<file path="src/rtl/aes_ctrl_pkg.sv">
// Shared types and constants for the AES byte-stream controller.
//   state_t : controller state encoding (IDLE -> LOAD -> STREAM -> IDLE)
//   BYTE_W  : width of key/data bytes and of the core counter
package aes_ctrl_pkg;

    localparam int unsigned BYTE_W = 8;

    typedef enum logic [1:0] {
        IDLE   = 2'd0,
        LOAD   = 2'd1,
        STREAM = 2'd2
    } state_t;

endpackage

</file>
<file path="src/rtl/aes_stream_ctrl_if.sv">
// Requester-side bundle of the AES stream controller.
//   req_start/req_key          : message request and per-requester key
//   in_valid/in_data/in_last   : requester byte stream, in_ready back-pressure
//   gnt                        : one-hot grant pulse in the LOAD cycle
//   out_valid/out_data/out_last: registered result, out_data shared
// master = requester side, slave = controller side.
interface aes_stream_ctrl_if
    import aes_ctrl_pkg::*;
#(
    parameter int unsigned N_REQ = 2
);
    logic [N_REQ-1:0]        req_start;
    logic [N_REQ*BYTE_W-1:0] req_key;
    logic [N_REQ-1:0]        in_valid;
    logic [N_REQ*BYTE_W-1:0] in_data;
    logic [N_REQ-1:0]        in_last;
    logic [N_REQ-1:0]        in_ready;
    logic [N_REQ-1:0]        gnt;
    logic [N_REQ-1:0]        out_valid;
    logic [BYTE_W-1:0]       out_data;
    logic                    out_last;

    modport master (
        output req_start, req_key, in_valid, in_data, in_last,
        input  in_ready, gnt, out_valid, out_data, out_last
    );

    modport slave (
        input  req_start, req_key, in_valid, in_data, in_last,
        output in_ready, gnt, out_valid, out_data, out_last
    );
endinterface

</file>
<file path="src/rtl/aes_rr_arbiter.sv">
// Combinational round-robin arbiter.
//   req : request vector
//   ptr : index with highest priority this round
//   win : one-hot winner, the first set request at or after ptr (wrapping)
//   any : at least one request is set
module aes_rr_arbiter #(
    parameter int unsigned N_REQ = 2
) (
    input  logic [N_REQ-1:0]         req,
    input  logic [$clog2(N_REQ)-1:0] ptr,
    output logic [N_REQ-1:0]         win,
    output logic                     any
);
    localparam int unsigned PW = $clog2(N_REQ);
    localparam logic [PW:0] NUM = (PW + 1)'(N_REQ);

    always_comb begin : p_arb
        logic [PW:0] pos;
        win = '0;
        any = 1'b0;
        pos = '0;
        for (int i = 0; i < N_REQ; i++) begin
            // One extra bit so ptr + i can wrap for non power-of-two N_REQ.
            pos = {1'b0, ptr} + (PW + 1)'(i);
            if (pos >= NUM) begin
                pos = pos - NUM;
            end
            if (!any && req[pos[PW-1:0]]) begin
                win[pos[PW-1:0]] = 1'b1;
                any = 1'b1;
            end
        end
    end
endmodule

</file>
<file path="src/rtl/aes_stream_ctrl.sv">
// Shares one AES_cipher byte-stream core between N_REQ requesters.
//   clk, reset_n   : clock, asynchronous active-low reset
//   bus            : requester bundle (aes_stream_ctrl_if.slave)
//   cph_new_message, cph_key, cph_data_in, cph_valid_in : drive the core
//   cph_data_out, cph_valid_out                         : from the core
// The core counter free-runs every cycle, so a stall cycle re-seeds it with
// key_base + idx; the next accepted byte then lands on keystream position idx.
module aes_stream_ctrl
    import aes_ctrl_pkg::*;
#(
    parameter int unsigned N_REQ = 2
) (
    input  logic              clk,
    input  logic              reset_n,
    aes_stream_ctrl_if.slave  bus,
    output logic              cph_new_message,
    output logic [BYTE_W-1:0] cph_key,
    output logic [BYTE_W-1:0] cph_data_in,
    output logic              cph_valid_in,
    input  logic [BYTE_W-1:0] cph_data_out,
    input  logic              cph_valid_out
);
    localparam int unsigned PTR_W = $clog2(N_REQ);
    localparam logic [PTR_W-1:0] LAST_IDX = PTR_W'(N_REQ - 1);

    state_t            state_q, state_d;
    logic [PTR_W-1:0]  rr_ptr_q, rr_ptr_d;
    logic [PTR_W-1:0]  owner_q, owner_d;
    logic [BYTE_W-1:0] idx_q, idx_d;
    logic [BYTE_W-1:0] key_base_q, key_base_d;
    logic [N_REQ-1:0]  out_valid_q, out_valid_d;
    logic [BYTE_W-1:0] out_data_q;
    logic              out_last_q, out_last_d;

    logic [N_REQ-1:0]  win;
    logic              any;
    logic [PTR_W-1:0]  win_idx;
    logic [N_REQ-1:0]  ready_vec, gnt_vec;
    logic              own_valid, own_last, accept;
    logic [BYTE_W-1:0] own_data;

    aes_rr_arbiter #(.N_REQ(N_REQ)) u_arb (
        .req (bus.req_start),
        .ptr (rr_ptr_q),
        .win (win),
        .any (any)
    );

    always_comb begin
        win_idx = '0;
        for (int i = 0; i < N_REQ; i++) begin
            if (win[i]) begin
                win_idx = PTR_W'(i);
            end
        end
    end

    assign own_valid = bus.in_valid[owner_q];
    assign own_last  = bus.in_last[owner_q];
    assign own_data  = bus.in_data[BYTE_W*owner_q +: BYTE_W];
    assign accept    = (state_q == STREAM) && own_valid;

    always_comb begin
        state_d         = state_q;
        rr_ptr_d        = rr_ptr_q;
        owner_d         = owner_q;
        idx_d           = idx_q;
        key_base_d      = key_base_q;
        ready_vec       = '0;
        gnt_vec         = '0;
        cph_new_message = 1'b0;
        cph_key         = '0;
        cph_data_in     = '0;
        cph_valid_in    = 1'b0;

        unique case (state_q)
            IDLE: begin
                if (any) begin
                    key_base_d = bus.req_key[BYTE_W*win_idx +: BYTE_W];
                    idx_d      = '0;
                    owner_d    = win_idx;
                    state_d    = LOAD;
                end
            end
            LOAD: begin
                cph_new_message  = 1'b1;
                cph_key          = key_base_q;
                gnt_vec[owner_q] = 1'b1;
                state_d          = STREAM;
            end
            STREAM: begin
                ready_vec[owner_q] = 1'b1;
                if (own_valid) begin
                    cph_valid_in = 1'b1;
                    cph_data_in  = own_data;
                    idx_d        = idx_q + 8'd1;
                    if (own_last) begin
                        state_d  = IDLE;
                        rr_ptr_d = (owner_q == LAST_IDX) ? '0 : owner_q + PTR_W'(1);
                    end
                end else begin
                    // Re-seed so the counter sits on position idx next cycle.
                    cph_new_message = 1'b1;
                    cph_key         = key_base_q + idx_q;
                end
            end
            default: state_d = IDLE;
        endcase
    end

    assign out_valid_d = cph_valid_out ? (N_REQ'(1) << owner_q) : '0;
    assign out_last_d  = accept & own_last;

    always_ff @(posedge clk or negedge reset_n) begin
        if (!reset_n) begin
            state_q     <= IDLE;
            rr_ptr_q    <= '0;
            owner_q     <= '0;
            idx_q       <= '0;
            key_base_q  <= '0;
            out_valid_q <= '0;
            out_data_q  <= '0;
            out_last_q  <= 1'b0;
        end else begin
            state_q     <= state_d;
            rr_ptr_q    <= rr_ptr_d;
            owner_q     <= owner_d;
            idx_q       <= idx_d;
            key_base_q  <= key_base_d;
            out_valid_q <= out_valid_d;
            out_data_q  <= cph_data_out;
            out_last_q  <= out_last_d;
        end
    end

    assign bus.in_ready  = ready_vec;
    assign bus.gnt       = gnt_vec;
    assign bus.out_valid = out_valid_q;
    assign bus.out_data  = out_data_q;
    assign bus.out_last  = out_last_q;
endmodule

</file>
<file path="src/flat_wrapper.sv">
// flat-port wrapper written by rule: the top's interface ports become plain ports
module aes_stream_ctrl_flat import aes_ctrl_pkg::*;
#(
    parameter int unsigned N_REQ = 2
)
  (clk, reset_n, cph_new_message, cph_key, cph_data_in, cph_valid_in, cph_data_out, cph_valid_out, bus_req_start, bus_req_key, bus_in_valid, bus_in_data, bus_in_last, bus_in_ready, bus_gnt, bus_out_valid, bus_out_data, bus_out_last);
  aes_stream_ctrl_if #(.N_REQ(N_REQ)) bus_i ();
  input  logic clk;
  input  logic reset_n;
  output logic cph_new_message;
  output logic [BYTE_W-1:0] cph_key;
  output logic [BYTE_W-1:0] cph_data_in;
  output logic cph_valid_in;
  input  logic [BYTE_W-1:0] cph_data_out;
  input  logic cph_valid_out;
  input wire logic [$bits(bus_i.req_start)-1:0] bus_req_start;
  input wire logic [$bits(bus_i.req_key)-1:0] bus_req_key;
  input wire logic [$bits(bus_i.in_valid)-1:0] bus_in_valid;
  input wire logic [$bits(bus_i.in_data)-1:0] bus_in_data;
  input wire logic [$bits(bus_i.in_last)-1:0] bus_in_last;
  output wire logic [$bits(bus_i.in_ready)-1:0] bus_in_ready;
  output wire logic [$bits(bus_i.gnt)-1:0] bus_gnt;
  output wire logic [$bits(bus_i.out_valid)-1:0] bus_out_valid;
  output wire logic [$bits(bus_i.out_data)-1:0] bus_out_data;
  output wire logic [$bits(bus_i.out_last)-1:0] bus_out_last;
  assign bus_i.req_start = bus_req_start;
  assign bus_i.req_key = bus_req_key;
  assign bus_i.in_valid = bus_in_valid;
  assign bus_i.in_data = bus_in_data;
  assign bus_i.in_last = bus_in_last;
  assign bus_in_ready = bus_i.in_ready;
  assign bus_gnt = bus_i.gnt;
  assign bus_out_valid = bus_i.out_valid;
  assign bus_out_data = bus_i.out_data;
  assign bus_out_last = bus_i.out_last;
  aes_stream_ctrl #(.N_REQ(N_REQ)) u_core (.clk(clk), .reset_n(reset_n), .bus(bus_i), .cph_new_message(cph_new_message), .cph_key(cph_key), .cph_data_in(cph_data_in), .cph_valid_in(cph_valid_in), .cph_data_out(cph_data_out), .cph_valid_out(cph_valid_out));
endmodule
</file>
<file path="config.mk">
export PLATFORM = sky130hd
export DESIGN_NAME = aes_stream_ctrl_flat
export DESIGN_NICKNAME = d
export VERILOG_FILES = /design/src/rtl/aes_ctrl_pkg.sv /design/src/rtl/aes_stream_ctrl_if.sv /design/src/rtl/aes_rr_arbiter.sv /design/src/rtl/aes_stream_ctrl.sv /design/src/flat_wrapper.sv
export SDC_FILE = /design/constraint.sdc
export NUM_CORES = 1
export LEC_CHECK = 0
export CAP_MARGIN = 10
export CORE_MARGIN = 10
export CORE_UTILIZATION = 30
export CTS_BUF_LIST = sky130_fd_sc_hd__clkbuf_4 sky130_fd_sc_hd__clkbuf_8 sky130_fd_sc_hd__clkbuf_16
export CTS_CLUSTER_SIZE = 20
export DETAILED_ROUTE_END_ITERATION = 12
export MAX_ROUTING_LAYER = met4
export PLACE_DENSITY_LB_ADDON = 0.3
export SLEW_MARGIN = 20
export SYNTH_ARGS = -nofsm -noshare
export SYNTH_HDL_FRONTEND = slang
export SYNTH_SLANG_ARGS = --single-unit
</file>
<file path="constraint.sdc">
create_clock -name clk -period 2.8 [get_ports clk]
set_clock_uncertainty 0.1 [all_clocks]
set_input_delay 0.7 -clock clk [delete_from_list [all_inputs] [get_ports clk]]
set_output_delay 0.7 -clock clk [all_outputs]
set_load 0.05 [all_outputs]
</file>
**Yosys cells after proc, flatten, opt, wreduce, memory -nomap -nowiden**

Index checks and enable logic that the tools add are counted.

- Register bits: 31
- Input bits: 49
- Output and inout bits: 33
- Logic and storage cells: 84

- Add/subtract/negate cells: 6
- Order comparisons: 8
- Eq/ne operators: 5
- Shift-type cells: 3
- Multiplexer cells: 40
- Bitwise operators: 2
- Reduce and logical (&&, ||, !) cells: 12

Operators by type and width:

| operator | number |
|---|---|
| $mux W8 | 5 |
| $pmux W8 S2 | 2 |
| $shiftx A16 B5 Y8 | 2 |
| $mux W1 | 20 |
| $mux W2 | 8 |
| $reduce_and A3 Y1 | 3 |
| $add A8 B1 Y8 const B | 1 |
| $add A8 B8 Y8 | 1 |
| $lt A1 B2 Y1 const B | 3 |
| $ne A2 B1 Y1 const B | 3 |
| $pmux W2 S3 | 1 |
| $logic_and A1 B1 Y1 | 5 |
| $demux W1 S1 | 3 |
| $ge A1 B1 Y1 const B | 3 |
| $add A1 B1 Y2 const B | 1 |
| $eq A2 B1 Y1 const B | 1 |
| $eq A2 B2 Y1 const B | 1 |
| $ge A1 B2 Y1 const B | 1 |
| $ge A2 B2 Y1 const B | 1 |
| $logic_not A2 Y1 | 1 |
| $or A2 B2 Y2 | 1 |
| $pmux W1 S2 | 1 |
| $reduce_and A2 Y1 | 1 |
| $reduce_bool A2 Y1 | 1 |
| 5 further kinds | 6 |

**Logic depth before layout (Yosys ltp)**

- Depth after elaboration: 11
- Gate-level depth with buffers: 8

**Hierarchy**

A second synthesis with hierarchy kept.

- Cell total of the unflattened synthesis: 198
- Area, all modules: 1908.1 µm²

Modules (own cells, without submodules):

| module | instances | cells an instance | area each (µm²) | seq. area each (µm²) |
|---|---|---|---|---|
| aes_stream_ctrl | 1 | 194 | 1883.1 | 775.7 |
| aes_rr_arbiter | 1 | 4 | 25.0 | 0.0 |

**Least setup slack after synthesis**

Ideal clock, no wire load.

- Path type: register -> output
- Start point: register u_core.idx_q[0]
- End point: output cph_key[6]
- Arrival time: 2.740 ns
- Data required time: 2.000 ns
- Path slack: -0.740 ns
- Stages on the path, launching flop included: 8
- Path buffers: 0
- Path through: dfrtp_1 > ha_1 > fa_1 > a21o_1 > a211oi_1 > o21bai_1 > xnor2_1 > o21ai_0

- Cells in the longest elaborated chain, start to end: 3

RTL lines:

| item | RTL line | RTL |
|---|---|---|
| start, declared | aes_stream_ctrl.sv:29 | `logic [BYTE_W-1:0] idx_q, idx_d;` |
| start signal, assigned | aes_stream_ctrl.sv:128 | `idx_q <= idx_d;` |
| $add A8 B8 Y8 | aes_stream_ctrl.sv:104 | `cph_key = key_base_q + idx_q;` |
| $mux W8 | aes_stream_ctrl.sv:93 | `if (own_valid) begin` |
| $pmux W8 S2 | aes_stream_ctrl.sv:76 | `unique case (state_q)` |
| end, declared | flat_wrapper.sv:11 | `output logic [BYTE_W-1:0] cph_key;` |

Every way passes these cells.

**Final worst setup path**

Same ends and word-level chain as after synthesis.

==> impl_metrics.env <==
export IMPL_min_period_over_period_pct=105
export IMPL_hold_class="reg2reg"
export IMPL_ff2ff_setup_slack_ns=0.85
export IMPL_status="finished, violations left"
export IMPL_yosysTopAreaCell="dfrtp_1"
export IMPL_async_flop_share_pct=100
export IMPL_grt_pass1_vias=1799
export IMPL_rr_worst_depth=6
export IMPL_ir_worst_vdd_mv=0.607
export IMPL_cp_required_ns=2.00
export IMPL_final_area_um2=3220
export IMPL_worstReg2RegStart="u_core.state_q[0]"
export IMPL_grt_use_total_pct=11.6
export IMPL_cts_buffers=5
export IMPL_dieArea_um2=9680
export IMPL_synth_seq_cells=31
export IMPL_io_pins=82
export IMPL_area_delta_synth_final_pct=74.8
export IMPL_cp_start_kind="flip-flop"
export IMPL_clkTransAtPathRegs_ns=0.06
export IMPL_grtUsageMet3_pct=3.31
export IMPL_grt_max_degree=32
export IMPL_seq_area_frac_synth_pct=42.1
export IMPL_postSynthCellCount=191
export IMPL_layout_drive_gt1_share_pct=24.1
export IMPL_drc=0
export IMPL_overflow=0
export IMPL_hp_start="u_core.state_q[0]"
export IMPL_seq_area_um2=776
export IMPL_drt_iter0_drc=41
export IMPL_hold_depth=2
export IMPL_fin_cells=369
export IMPL_wire_per_inst_um=14.7
export IMPL_portBuffers=81
export IMPL_synth_ff_type="dfrtp_1"
export IMPL_worst_slew_pin_slew_ns=0.517
export IMPL_syn_num_nets=253
export IMPL_cts_tree="yes"
export IMPL_synth_most_common_cell="dfrtp_1"
export IMPL_firstDrtPassIters=4
export IMPL_synth_area_leaders="dfrtp_1 (42%), mux2i_1 (9.8%), ha_1 (8.1%)"
export IMPL_nets=355
export IMPL_wirelength_um=5420
export IMPL_synth_compound_area_share_pct=13.7
export IMPL_fillCellCount=550
export IMPL_drv_cap=0
export IMPL_initial_core_util_pct=31.0
export IMPL_power_leakage_uw=0.00143
export IMPL_fin_crit_ns=2.94
export IMPL_antenna_left=0
export IMPL_postSynthAreaPerCell_um2=9.66
export IMPL_clock_fmax_ghz=0.340
export IMPL_detailroute_via_count=1738
export IMPL_synth_edf_count=0
export IMPL_die_height_um=98.4
export IMPL_cts_path_max_buffers=2
export IMPL_place_area_um2=3020
export IMPL_via_per_inst=4.71
export IMPL_place_hpwl_um=4340
export IMPL_cts_root_buffer="clkbuf_8"
export IMPL_yosysUniqueCellTypes=33
export IMPL_die_w_um=98.4
export IMPL_core_area_um2=5960
export IMPL_synthMuxAreaShare_pct=10.4
export IMPL_num_rows=28
export IMPL_cp_arrival_ns=2.14
export IMPL_synthesis_area_um2=1840
export IMPL_hold_end="u_core.state_q[0]"
export IMPL_violations="setup timing"
export IMPL_grt_setup_unrepaired="yes"
export IMPL_synthSimpleGateAreaFrac_pct=15.5
export IMPL_multi_input_area_um2=1080
export IMPL_yosys_warnings=0
export IMPL_slew_violations=0
export IMPL_grt_busiest_layer="met2"
export IMPL_met1_usage_pct=13.0
export IMPL_setup_violations=3
export IMPL_synth_common_cells="dfrtp_1 (31), o21ai_0 (21), mux2i_1 (18), nand2_1 (17), nor2_1 (17)"
export IMPL_yosys_area_share_adder_pct=9.23
export IMPL_yosys_area_top_type_share_pct=42.1
export IMPL_cp_end_kind="output pin"
export IMPL_cts_htree_levels=2
export IMPL_r2r_end="u_core.idx_q[3]"
export IMPL_critPathKind="reg2out"
export IMPL_cts_sinks=31
export IMPL_synthXorXnorAreaFrac_pct=5.70
export IMPL_setup_ws_ns=-0.142
export IMPL_diodes=0
export IMPL_antenna_found_initial=0
export IMPL_dp_cells=359
export IMPL_slew_headroom_pct=65.5
export IMPL_grt_pass1_wl_um=8870
export IMPL_powerDensity_nw_per_um2=889
export IMPL_gp_congestion=0.865
export IMPL_met2_usage_pct=19.2
export IMPL_path_max_fanout=2
export IMPL_hold_viol=0
export IMPL_insertion_delay_ns=0.28
export IMPL_synth_top_family_by_area="simple AND/OR/NAND/NOR gates"
-- stage by stage --
step	setup slack [ns]	TNS [ns]	hold slack (ns)	util, %	power (µW)
2_1_floorplan	-0.363	-0.633	0.304	-	1660
3_3_place_gp	-0.245	-2.86	0.421	50.7	2360
3_5_place_dp	-0.280	-3.32	0.429	50.7	2380
4_1_cts	-0.180	-0.293	0.444	53.7	2860
5_1_grt	-0.230	-0.609	0.477	54.1	3050
6_report	-0.142	-0.231	0.450	54.1	2870
-- what timing repair did --
action	in CTS	in global routing
gates resized for setup	19	5
pin swaps	10	2
buffers inserted	1	1
hold buffers	0	0
endpoints found under the setup margin	18	16
-- power breakdown --
| part | internal (µW) | switching [µW] |
|---|---|---|
| Clock | 234 | 168 |
| Sequential | 557 | 93.8 |
| Combinational | 804 | 1010 |
| Total | 1590 | 1270 |
-- kinds of logic after synthesis --
kind of cell | count (synthesis)
and+or+nand+nor | 61
DFF | 31
buffers and inverters | 13
xor gates and xnor gates | 12
AOI/OAI and AO/OA | 42
muxes | 19
adders and majority gates | 13
-- layout make-up --
class	instances	area share, %
clock buffer	8	3.22
tap	75	2.91
timing repair buffer	102	35.6
inverter	6	0.698
sequential	31	24.1
multi-input combinational	147	33.5
-- cell usage in the layout, fill, tap and decap left out, types with 7 or more instances in the layout --
cell type	netlist	routed
ha_1	12	11
clkbuf_8	0	7
mux2i_1	18	17
dfrtp_1	31	31
clkdlybuf4s50_1	0	57
o21ai_0	21	15
buf_4	0	24
buf_12	0	19
nand2_1	17	16
nor2_1	17	14
o21ai_2	1	7
xnor2_1	9	9
-- per-layer routing --
layer	wire length (µm)	share of wire [%]
met1	2360	44
met3	227	4.2
met4	74	1.4
met5	0	0
met2	2760	51
-- registers in the layout, indices dropped and copies added, names as in the netlist --
| name | flops |
|---|---|
| u_core.bus.out_data | 8 |
| u_core.idx_q | 8 |
| u_core.key_base_q | 8 |
| u_core.bus.out_valid | 2 |
| u_core.state_q | 2 |
| u_core.bus.out_last | 1 |
| u_core.owner_q | 1 |
| u_core.rr_ptr_q | 1 |
-- worst max-delay path: stages (launching register included) --
cell      delay [ns]
dfrtp_1         0.40
ha_2            0.19
fa_2            0.34
a21o_1          0.18
a211oi_2        0.19
o21bai_1        0.10
xnor2_1         0.14
o21ai_2         0.16
buf_12          0.16
-- worst max-delay path by stage --
stage,to,startpoint,cells past startpoint
4_1_cts,cph_key[6],u_core.idx_q[0],8
5_1_grt,cph_key[6],u_core.idx_q[0],8
3_5_place_dp,cph_key[3],bus_in_valid[1],6
2_1_floorplan,cph_key[6],u_core.idx_q[0],7
6_report,cph_key[6],u_core.idx_q[0],8
3_3_place_gp,cph_key[0],bus_in_valid[1],7
Power figures use the tool's default switching activity.
==> variant 1: new RTL, same settings <==
`BYTE_W`: 8 -> 10.
--- a/src/rtl/aes_ctrl_pkg.sv
+++ b/src/rtl/aes_ctrl_pkg.sv
@@ -5,3 +5,3 @@
 
-    localparam int unsigned BYTE_W = 8;
+    localparam int unsigned BYTE_W = 10;
 
Ports: changed (6 resized); port bits go from 82 to 98. No check against the original RTL was run, so the function may have changed too.
==> variant 1 against the unedited design <==
- the run still ends with setup timing left
- via count up 26%
- total power up 17%
- design area up 26%
- first-iteration DRC count up 27%
- synthesized cell count up 27%
- die area up 18%
- routed wire length up 27%
- count of clock-buffer cells in the layout down 3
- worst setup slack worse by 0.47 ns
- sequential cell count up 6
- synthesized area up 22%
- critical path type unchanged
- largest cell class is now multi-input combinational cells
- highest routed layer unchanged
==> variant 1: results <==
outcome:
  outcome: "finished, violations left"
  violations: "setup timing"
setup_path:
  r2r-end: "u_core.idx_q[9]"
  reg2reg_depth: 8
  crit_path_top_delay_cell: "or4_1"
  r2r_setup_slack_ns: 0.64
  crit_start: "u_core.key_base_q[0]"
  crit_path_end: "cph_key[8]"
logic_synthesis:
  yosysSeqAreaShare_pct: 41.1
  netlist_instances: 242
  syn-num-nets: 316
final_layout:
  fillers: 658
  syn2layout_area_growth_pct: 80.9
  clock_cell_area_share_pct: 2.12
  nNetsFinal: 441
  drive_gt1_share_pct: 29.6
  layout.nonclk_buf_share_pct: 35.6
  buffers: 127
  multiInputGateArea_mm2: 0.00146
  clock_buffer_count: 5
pwr:
  internal_power_mw: 1.85
  switching_power_mw: 1.50
  vdd_ir_drop_max_v: 0.000501
  p_comb_share_pct: 66.1
timing:
  setup_viol: 6
  timing.final.ws_setup_ns: -0.614
  fin_hold_ws_ns: 0.413
  finalSetupTns_ns: -1.64
routing:
  vias: 2194
  initialDrtViolationCount: 52
  dr_wl_met2_mm: 3.55
  wl_met1_mm: 2.82
place:
  pre_cts_ws_ns: -0.363
  hpwl_mm: 5.61
  dp_cells: 455
global_routing:
  use_met2_pct: 21.8
  grtUsageMet3_pct: 4.49
  grt_use_met1_pct: 13.0
  grt_usage_pct: 12.4
  grt_first_pass_wirelength_mm: 11.2
clock_tree:
  post_cts_buffers: 2
  cts_sinks: 37
  cts_resized: 13
hold_path:
  hp-class: "in2async"
==> variant 1: cell count changes after synthesis, sizes merged, moves of 3 or more <==
cell,before,now
a21oi,5,8
nor2,17,22
dfrtp,31,37
xor2,3,7
mux2i,18,24
nand3,6,10
xnor2,9,6
nand2,17,26
==> variant 1: logic make-up (layout without fill, tap and decap cells) <==
| family | count (synthesis) | after routing | synth area share, % |
|---|---|---|---|
| buf+inv | 17 | 143 | 2.89 |
| simple gates | 86 | 86 | 18.3 |
| compound gates | 49 | 49 | 12.9 |
| fa+ha+maj | 15 | 15 | 8.66 |
| flops | 37 | 37 | 41.1 |
| mux | 25 | 25 | 11.2 |
| xor+xnor | 13 | 13 | 5.05 |
==> variant 1: worst register-to-register path: stages, from the launching register on <==
cell	delay (ns)
dfrtp_1	0.40
inv_1	0.09
ha_1	0.25
nor3b_1	0.16
a211oi_2	0.34
nand4_2	0.22
nor3_1	0.27
xnor2_1	0.14
nor2_1	0.06
==> variant 2: new RTL, same settings <==
Without the edit above. Reset style: synchronous (`reset_n`), changed in one clocked block. Comments in the files are not updated.
--- a/src/rtl/aes_stream_ctrl.sv
+++ b/src/rtl/aes_stream_ctrl.sv
@@ -113,3 +113,3 @@
 
-    always_ff @(posedge clk or negedge reset_n) begin
+    always_ff @(posedge clk) begin
         if (!reset_n) begin
Check against the original RTL: differs if reset_n is asserted again (counterexample within 4 cycles, from zero or initial values and one cycle with reset_n low); with reset_n held inactive, the same outputs for 10 cycles.
==> variant 2 against the unedited design <==
- fmax rose by 5.2%
- synthesized area rose by 2.1%
- design area fell by 0.81%
- cell count rose by 4.9%
- worst setup slack improved by 0.15 ns
- sequential cell count did not move
- routed wire length rose by 0.48%
- critical path type unchanged
- critical endpoint unchanged
- largest cell class is now multi-input combinational cells
Power is not compared: it rests on default switching activity, and its combinational part moved more than twofold at a synthesized area within 25%.
==> variant 2: results <==
clock_tree:
  cts_tree: "yes"
  cts_resized: 15
  clock_path_buffers: 2
  htree_levels: 2
  cts_sinks: 31
place:
  hpwl_mm: 4.41
  place.gp.congestion: 0.845
  pre_cts_ws_ns: -0.160
  placed_area_mm2: 0.00300
  dp_cells: 376
routing:
  viasPerCell: 4.75
  vias: 1839
  initialDrtViolationCount: 39
  drt_wl_total_mm: 5.44
  wl_met1_mm: 2.51
  dr_wl_met3_um: 446
  dr_wl_met2_mm: 2.43
final_layout:
  clock_cell_area_share_pct: 2.78
  buffers: 97
  multi_input_area_share_pct: 39.6
  inv_count: 8
  nNetsFinal: 373
  clock_buffer_count: 6
  final_util_pct: 53.4
  sh_seq_area_pct: 19.8
  layout.nonclk_buf_share_pct: 34.0
  drive_gt1_share_pct: 23.1
  multi_input_cells: 168
  fillers: 561
pwr:
  power_switching_share_pct: 34.2
hold_path:
  hold_end: "u_core.rr_ptr_q"
  worstHoldStart: "u_core.rr_ptr_q"
setup_path:
  reg2reg_depth: 8
  r2r-end: "u_core.idx_q[5]"
  r2r_setup_slack_ns: 0.74
  critPathMaxFanout: 3
  r2r-start: "u_core.state_q[0]"
  crit_arrival_ns: 2.00
timing:
  fin_hold_ws_ns: 0.382
  timing.final.ws_setup_ns: 0.00330
  relSlewSlack_pct: 64.1
  setup_viol: 0
global_routing:
  grt_start_max_net_pins: 19
  grt_usage_pct: 11.1
  grt_pass1_vias: 1965
  grt_first_pass_wirelength_mm: 8.89
logic_synthesis:
  yosysWarnings: 0
  synthDistinctLibCells: 38
  syn_area_per_cell_um2: 8.64
  async_reset_ff_share_pct: 0
  yosys-top-cells-area: "dfxtp_1 (33%), mux2i_1 (9.0%), ha_1 (8.0%), nor2_1 (5.4%), o211a_1 (4.8%)"
  synthTopCellsByCount: "dfxtp_1 (31), nor2_1 (27), mux2i_1 (17), nand2_1 (15), o21ai_0 (13)"
  syn-num-nets: 280
  yosysSeqAreaShare_pct: 33.0
outcome:
  outcome: "completed"
die:
  coreArea_mm2: 0.00599
[variant 2: cell count changes after synthesis, moves of 3 or more]
cell / change
nor2_1: +10
buf_2: +3
xor2_1: +6
and2_1: +7
dfrtp_1: -31
dfxtp_1: +31
o21ai_0: -8
o211a_1: +9
and3_1: +3
xnor2_1: -6
[variant 2: critical path, cell delays in order (launching register included)]
cell     delay, ns
dfxtp_4       0.36
ha_4          0.16
fa_2          0.36
a21oi_2       0.16
o21ai_1       0.09
a21oi_2       0.14
xor2_1        0.21
o21ai_2       0.09
buf_12        0.15
[variant 2: layer usage]
layer	vias up	track usage, %
li1	946	-
met1	817	13.2
met2	72	16.9
met3	4	4.29
met4	0	3.64
met5	-	-
[variant 2: logic make-up (layout without fill, tap and decap cells)]
kind of cell | after synthesis | after routing | share of synthesized area (%)
flops | 31 | 31 | 33.0
fa+ha+maj | 13 | 13 | 9.04
simple gates | 79 | 79 | 20.3
compound gates | 45 | 45 | 17.4
buf+inv | 19 | 113 | 4.39
mux | 19 | 19 | 10.4
xor+xnor | 12 | 12 | 5.58
[variant 2: power by group through the flow]
stage	registers (mW)	clock network, mW	logic [mW]
finish	0.508	0.351	0.517
floorplan	0.531	0	0.272
CTS	0.507	0.359	0.510
detailed placement	0.514	0	0.502
global route	0.511	0.377	0.564
global placement	0.513	0	0.499
[variant 2: worst max-delay path by stage]
stage	start	to	depth (start not counted)
after global placement	bus_in_valid[0]	cph_key[7]	7
after CTS	u_core.idx_q[0]	cph_key[6]	8
after global routing	u_core.idx_q[0]	cph_key[6]	8
after floorplan	bus_in_valid[1]	cph_key[4]	5
final	u_core.idx_q[0]	cph_key[6]	8
after detailed placement	bus_in_valid[0]	cph_key[7]	7
